[config.mk]
export PLATFORM = sky130hd
export DESIGN_NAME = rv_iopmp_err_fifo
export DESIGN_NICKNAME = d
export VERILOG_FILES = /design/src/rtl/rv_iopmp_pkg.sv /design/src/rtl/rv_iopmp_err_rr_arb.sv /design/src/rtl/rv_iopmp_err_fifo.sv
export SDC_FILE = /design/constraint.sdc
export NUM_CORES = 1
export LEC_CHECK = 0
export ABC_AREA = 1
export CAP_MARGIN = 30
export CORE_MARGIN = 2
export CORE_UTILIZATION = 40
export CTS_BUF_LIST = sky130_fd_sc_hd__clkbuf_8
export DETAILED_ROUTE_END_ITERATION = 12
export HOLD_SLACK_MARGIN = 0.02
export PLACE_DENSITY_LB_ADDON = 0.08
export SKIP_CTS_REPAIR_TIMING = 1
export SLEW_MARGIN = 20
export SYNTH_ARGS = -nofsm -noshare
export SYNTH_HDL_FRONTEND = slang
export SYNTH_SLANG_ARGS = --single-unit
[constraint.sdc]
create_clock -name clk_i -period 11.6 [get_ports clk_i]
set_clock_uncertainty 0.1 [all_clocks]
set_input_delay 1.16 -clock clk_i [delete_from_list [all_inputs] [get_ports clk_i]]
set_output_delay 1.16 -clock clk_i [all_outputs]
set_load 0.01 [all_outputs]
[src/rtl/rv_iopmp_pkg.sv]
// rv_iopmp_pkg: shared IOPMP violation-record types and helpers
package rv_iopmp_pkg;

    localparam int ADDR_WIDTH     = 64;
    localparam int SID_WIDTH      = 8;
    localparam int NUMBER_ENTRIES = 8;
    localparam int EID_WIDTH      = $clog2(NUMBER_ENTRIES);

    typedef enum logic [2:0] {
        ETYPE_NONE,
        ETYPE_ILLEGAL_READ,
        ETYPE_ILLEGAL_WRITE,
        ETYPE_NOT_HIT,
        ETYPE_PARTIAL_HIT
    } etype_e;

    typedef enum logic [1:0] {
        TTYPE_NONE,
        TTYPE_READ,
        TTYPE_WRITE,
        TTYPE_EXEC
    } ttype_e;

    typedef struct packed {
        logic [ADDR_WIDTH-1:0] addr;
        logic [SID_WIDTH-1:0]  sid;
        logic [EID_WIDTH-1:0]  eid;
        etype_e                etype;
        ttype_e                ttype;
    } err_record_t;

    function automatic logic [15:0] sat_inc16(input logic [15:0] v);
        return (&v) ? v : v + 16'd1;
    endfunction

endpackage

[src/rtl/rv_iopmp_err_rr_arb.sv]
// rv_iopmp_err_rr_arb: round-robin arbiter over N requesters
// Ports: clk_i/rst_i clock and async reset; valid_i request vector;
// grant_o one-hot grant; idx_o winner index; any_o some request present.
// Every request is accepted on the cycle it wins, so the pointer moves
// to winner+1 whenever any request is present.
module rv_iopmp_err_rr_arb #(
    parameter int N  = 1,
    parameter int IW = (N > 1) ? $clog2(N) : 1
) (
    input  logic          clk_i,
    input  logic          rst_i,
    input  logic [N-1:0]  valid_i,
    output logic [N-1:0]  grant_o,
    output logic [IW-1:0] idx_o,
    output logic          any_o
);

    logic [IW-1:0] ptr_q, ptr_d;
    logic [IW-1:0] j;

    always_comb begin
        grant_o = '0;
        idx_o   = ptr_q;
        any_o   = 1'b0;
        j       = '0;
        // Scan from the pointer upward, wrapping; first hit wins.
        for (int k = 0; k < N; k++) begin
            j = IW'((int'(ptr_q) + k) % N);
            if (!any_o && valid_i[j]) begin
                any_o = 1'b1;
                idx_o = j;
            end
        end
        if (any_o) grant_o[idx_o] = 1'b1;
        ptr_d = any_o ? IW'((int'(idx_o) + 1) % N) : ptr_q;
    end

    always_ff @(posedge clk_i or posedge rst_i) begin
        if (rst_i) ptr_q <= '0;
        else       ptr_q <= ptr_d;
    end

endmodule

[src/rtl/rv_iopmp_err_fifo.sv]
// rv_iopmp_err_fifo: arbitrated capture of IOPMP violation records into a FIFO
// Ports: err_valid_i/err_ready_o/err_record_i per-instance report handshake;
// enable_i capture enable; intr_en_i interrupt enable; pop_i drop head;
// clr_ovf_i clear overflow and drop count; head_valid_o/head_record_o/count_o
// FIFO view; overflow_o/drop_cnt_o drop tracking; wsi_o registered interrupt.
module rv_iopmp_err_fifo
    import rv_iopmp_pkg::*;
#(
    parameter int NUMBER_TL_INSTANCES = 1,
    parameter int FIFO_DEPTH          = 4,
    parameter int CW = $clog2(FIFO_DEPTH + 1),
    parameter int PW = $clog2(FIFO_DEPTH),
    parameter int IW = (NUMBER_TL_INSTANCES > 1) ? $clog2(NUMBER_TL_INSTANCES) : 1
) (
    input  logic                                clk_i,
    input  logic                                rst_i,
    input  logic [NUMBER_TL_INSTANCES-1:0]      err_valid_i,
    output logic [NUMBER_TL_INSTANCES-1:0]      err_ready_o,
    input  err_record_t [NUMBER_TL_INSTANCES-1:0] err_record_i,
    input  logic                                enable_i,
    input  logic                                intr_en_i,
    input  logic                                pop_i,
    input  logic                                clr_ovf_i,
    output logic                                head_valid_o,
    output err_record_t                         head_record_o,
    output logic [CW-1:0]                       count_o,
    output logic                                overflow_o,
    output logic [15:0]                         drop_cnt_o,
    output logic                                wsi_o
);

    logic [NUMBER_TL_INSTANCES-1:0] grant;
    logic [IW-1:0]                  idx;
    logic                           any;

    err_record_t   mem_q [FIFO_DEPTH];
    err_record_t   mem_d [FIFO_DEPTH];
    logic [PW-1:0] wr_ptr_q, wr_ptr_d, rd_ptr_q, rd_ptr_d;
    logic [CW-1:0] count_q, count_d;
    logic          overflow_q, overflow_d, wsi_q, wsi_d;
    logic [15:0]   drop_cnt_q, drop_cnt_d;
    logic          do_pop, do_push, push_try, full, drop;

    rv_iopmp_err_rr_arb #(.N(NUMBER_TL_INSTANCES), .IW(IW)) u_arb (
        .clk_i   (clk_i),
        .rst_i   (rst_i),
        .valid_i (err_valid_i),
        .grant_o (grant),
        .idx_o   (idx),
        .any_o   (any)
    );

    // Grants are suppressed while in reset so no handshake can complete.
    assign err_ready_o   = rst_i ? '0 : grant;
    assign head_valid_o  = count_q != '0;
    assign head_record_o = head_valid_o ? mem_q[rd_ptr_q] : '0;
    assign count_o       = count_q;
    assign overflow_o    = overflow_q;
    assign drop_cnt_o    = drop_cnt_q;
    assign wsi_o         = wsi_q;

    always_comb begin
        do_pop   = pop_i & head_valid_o;
        push_try = any & enable_i;
        full     = count_q == CW'(FIFO_DEPTH);
        // A pop in the same cycle frees the slot the push needs.
        do_push  = push_try & (~full | do_pop);
        drop     = push_try & full & ~do_pop;
        count_d  = count_q + CW'(do_push) - CW'(do_pop);
        wr_ptr_d = wr_ptr_q + PW'(do_push);
        rd_ptr_d = rd_ptr_q + PW'(do_pop);
        mem_d    = mem_q;
        if (do_push) mem_d[wr_ptr_q] = err_record_i[idx];
        // A drop coinciding with a clear still records itself.
        overflow_d = drop | (overflow_q & ~clr_ovf_i);
        drop_cnt_d = drop ? (clr_ovf_i ? 16'd1 : sat_inc16(drop_cnt_q))
                          : (clr_ovf_i ? 16'd0 : drop_cnt_q);
        wsi_d      = intr_en_i & ((count_d != '0) | overflow_d);
    end

    always_ff @(posedge clk_i or posedge rst_i) begin
        if (rst_i) begin
            mem_q      <= '{default: '0};
            wr_ptr_q   <= '0;
            rd_ptr_q   <= '0;
            count_q    <= '0;
            overflow_q <= 1'b0;
            drop_cnt_q <= '0;
            wsi_q      <= 1'b0;
        end else begin
            mem_q      <= mem_d;
            wr_ptr_q   <= wr_ptr_d;
            rd_ptr_q   <= rd_ptr_d;
            count_q    <= count_d;
            overflow_q <= overflow_d;
            drop_cnt_q <= drop_cnt_d;
            wsi_q      <= wsi_d;
        end
    end

endmodule

==> impl_results.md <==
* Outcome: finished, final reports clean
* TritonRoute pass-1 iters at 5
* First-pass GRT wire length at 68190 um
* # setup viols final at 0
* Most frequent cells in the layout: nand2_1 (445), dfrtp_1 (343), o21ai_0 (260)
* Yosys cell types at 38
* Die area at 42250 um^2
* Worst r2r dst: mem_q[245]
* Final Hold Fails at 0
* Clock latency on the worst-skew pair at 0.64 ns
* Post-place instance area at 18180 um^2
* I/O pin count at 190
* Final Max Slew Viols at 0
* Crit path required time at 10.34 ns
* Row count at 73
* Gate Count Post-Synth at 1925
* Power after layout at 5.545 mW
* Routed vias at 13070
* Residual DRC at 0
* Min cycle time layout at 4.953 ns
* Synth warn at 0
* Worst setup endpoint: head_record_o[16]
* Worst R2R Start: count_o[1]
* Max Clk Rate at 201.9 MHz
* GRT overflow at 0
* Post-Route WL at 41620 um
* Design area at 19430 um^2
* Final worst-path cycle share at 42.70%
* Hold Crit Class: register to register
* Total track usage at 20.27%
* Syn Std Cell Area at 16250 um^2
* Core area at 39910 um^2
* Starting Density at 40.71%
* Largest net degree at the start of global routing at 127
* Vias in the first global route at 12860
* Die span in x at 205.6 um
* Maximum vdd drop at 0.1298 mV
* Slew HR at 39.37%
* Vias/cell at 4.961
* Max-capacitance violation count at 0
* Layout Nets at 2162
* Die height at 205.6 um
* Initial antenna violation count at 0
* Root Buffer: clkbuf_8
* Avg Cell Area, Syn at 8.442 um^2
* Worst Path Class, Setup: register to output port
* CTS Buffer Depth at 3
* # port buffers at 189
* Layout overhead on the synthesized area at 19.55%
* CTS sink count at 345
* CP Capture Type: output port
* Post-synthesis sequential area ratio at 53.13%
* H-tree depth at 2
* GP Congestion at 0.7915
* Iter 0 DRT Violations at 751
* Kind of start point of the critical path: register
* DR WL/cell at 15.80 um
* Unrepaired setup endpoints after global routing: no
* Number of diodes at 0
* Leakage at 9.034 nW
* Post-synth net total at 2018
* Layout cell share with drive strength beyond 1 at 7.302%
* CTS buffer count at 61
* Most common cell after layout, fill and taps aside: nand2_1
* PwrDens at 285.4 nW/um^2
* Cell count of the worst reg-to-reg path at 8
* CP max FO at 69
* Crit path arrival time at 3.69 ns
* R2R Setup Slk at 8.75 ns
* DP Wirelength at 24600 um
* Sum of negative setup slack at 0 ns
* Clock transition at path regs at 0.06 ns
* Slew @ Worst Pin at 0.9095 ns
* Crit. Startpoint: rd_ptr_q[0]
* Synthesis-stage register bit count at 345
* Final ANT Viol Nets at 0
* TritonCTS clock tree: yes
==> registers in the layout, indices dropped and copies added, names as in the netlist <==
| name | cells |
|---|---|
| mem_q | 320 |
| drop_cnt_o | 16 |
| count_o | 3 |
| rd_ptr_q | 2 |
| wr_ptr_q | 2 |
| overflow_o | 1 |
| wsi_o | 1 |
==> per-layer routing <==
metal  share of wire [%]  wire length [um]  GRT usage [%]  vias up
met5                   0                 0              0        -
met4                 1.9               802          6.269        0
met3                 4.2              1747          3.152       60
met2                  46             19190          32.94      248
met1                  48             19880          27.91     6213
li1                    -                 -              -     6547
==> power by group <==
group          total (mW)  switching, mW  internal, mW
combinational        2.43           1.32          1.12
sequential           2.09          0.328          1.76
clock                1.02          0.486         0.539
total                5.55           2.13          3.42
==> how the worst min path moves through the flow <==
stage,cells after the start,to,start,slack [ns]
after floorplan,2,mem_q[161],mem_q[161],0.35
after global placement,2,mem_q[218],mem_q[218],0.36
after detailed placement,2,mem_q[100],mem_q[100],0.37
after CTS,2,mem_q[100],mem_q[100],0.38
after global routing,2,mem_q[140],mem_q[140],0.40
final,2,mem_q[221],mem_q[221],0.38
==> synth_stat cells <==
| cell | n | share of area (%) |
|---|---|---|
| nand2_1 | 445 | 10 |
| dfrtp_1 | 345 | 53 |
| o21ai_0 | 260 | 8.0 |
| inv_1 | 187 | 4.3 |
| nor2_1 | 176 | 4.1 |
| o21ai_1 | 125 | 3.8 |
| a21oi_1 | 81 | 2.5 |
| o211ai_1 | 80 | 3.7 |
| clkbuf_1 | 46 | 1.1 |
| buf_2 | 40 | 1.2 |
| buf_6 | 30 | 2.1 |
| o21ai_2 | 29 | 1.6 |
| buf_4 | 12 | 0.55 |
| nand4_1 | 11 | 0.42 |
| nand3_1 | 8 | 0.25 |
| xor2_1 | 8 | 0.43 |
| ha_1 | 5 | 0.38 |
| nand2_2 | 4 | 0.15 |
| nand2_4 | 3 | 0.21 |
| nand3_2 | 3 | 0.18 |
| nand3_4 | 3 | 0.32 |
| nor2_2 | 3 | 0.12 |
| nor2_4 | 3 | 0.21 |
| buf_8 | 2 | 0.18 |
| inv_2 | 2 | 0.046 |
| nor3_1 | 2 | 0.062 |
| a21oi_4 | 1 | 0.10 |
| buf_1 | 1 | 0.023 |
| clkinv_1 | 1 | 0.023 |
| fa_1 | 1 | 0.12 |
| inv_4 | 1 | 0.039 |
| nand3b_1 | 1 | 0.046 |
| nor3_2 | 1 | 0.062 |
| nor3_4 | 1 | 0.10 |
| o21a_1 | 1 | 0.046 |
| o21bai_1 | 1 | 0.046 |
| or2_2 | 1 | 0.039 |
| xnor2_1 | 1 | 0.054 |
==> cells by family (layout without fill, tap and decap cells) <==
logic type | Yosys count | count (layout) | share of synthesized area [%]
AOI/OAI and AO/OA | 578 | 578 | 19.80
xor gates and xnor gates | 9 | 9 | 0.4851
adders and majority gates | 6 | 6 | 0.5082
and+or+nand+nor | 665 | 665 | 16.52
DFF | 345 | 345 | 53.13
buffers and inverters | 322 | 506 | 9.563
==> through the flow <==
step / hold WS (ns) / setup slack [ns] / cells / util (%)
floorplan: 0.3478 / 0.7749 / 1925 / -
global placement: 0.3596 / 7.225 / 2521 / 45.30
detailed placement: 0.3678 / 7.263 / 2525 / 45.54
CTS: 0.3823 / 6.524 / 2628 / 48.28
global route: 0.3988 / 6.376 / 2634 / 48.67
finish: 0.3788 / 6.647 / 2634 / 48.67
==> critical path, stage by stage (launching register included) <==
cell	delay, ns
dfrtp_4	0.76
inv_2	0.63
buf_4	0.59
o21ai_0	0.15
a21oi_1	0.28
clkdlybuf4s50_1	0.59
==> layout make-up <==
| type | count | area (um^2) |
|---|---|---|
| fill | 3938 | 20490 |
| clock inverter | 33 | 128.9 |
| inverter | 191 | 726.9 |
| multi-input combinational | 1258 | 6068 |
| sequential | 345 | 8641 |
| timing repair buffer | 212 | 2242 |
| clock buffer | 70 | 963.4 |
| tap | 525 | 656.9 |
No activity file was read; power rests on OpenSTA's default activity.
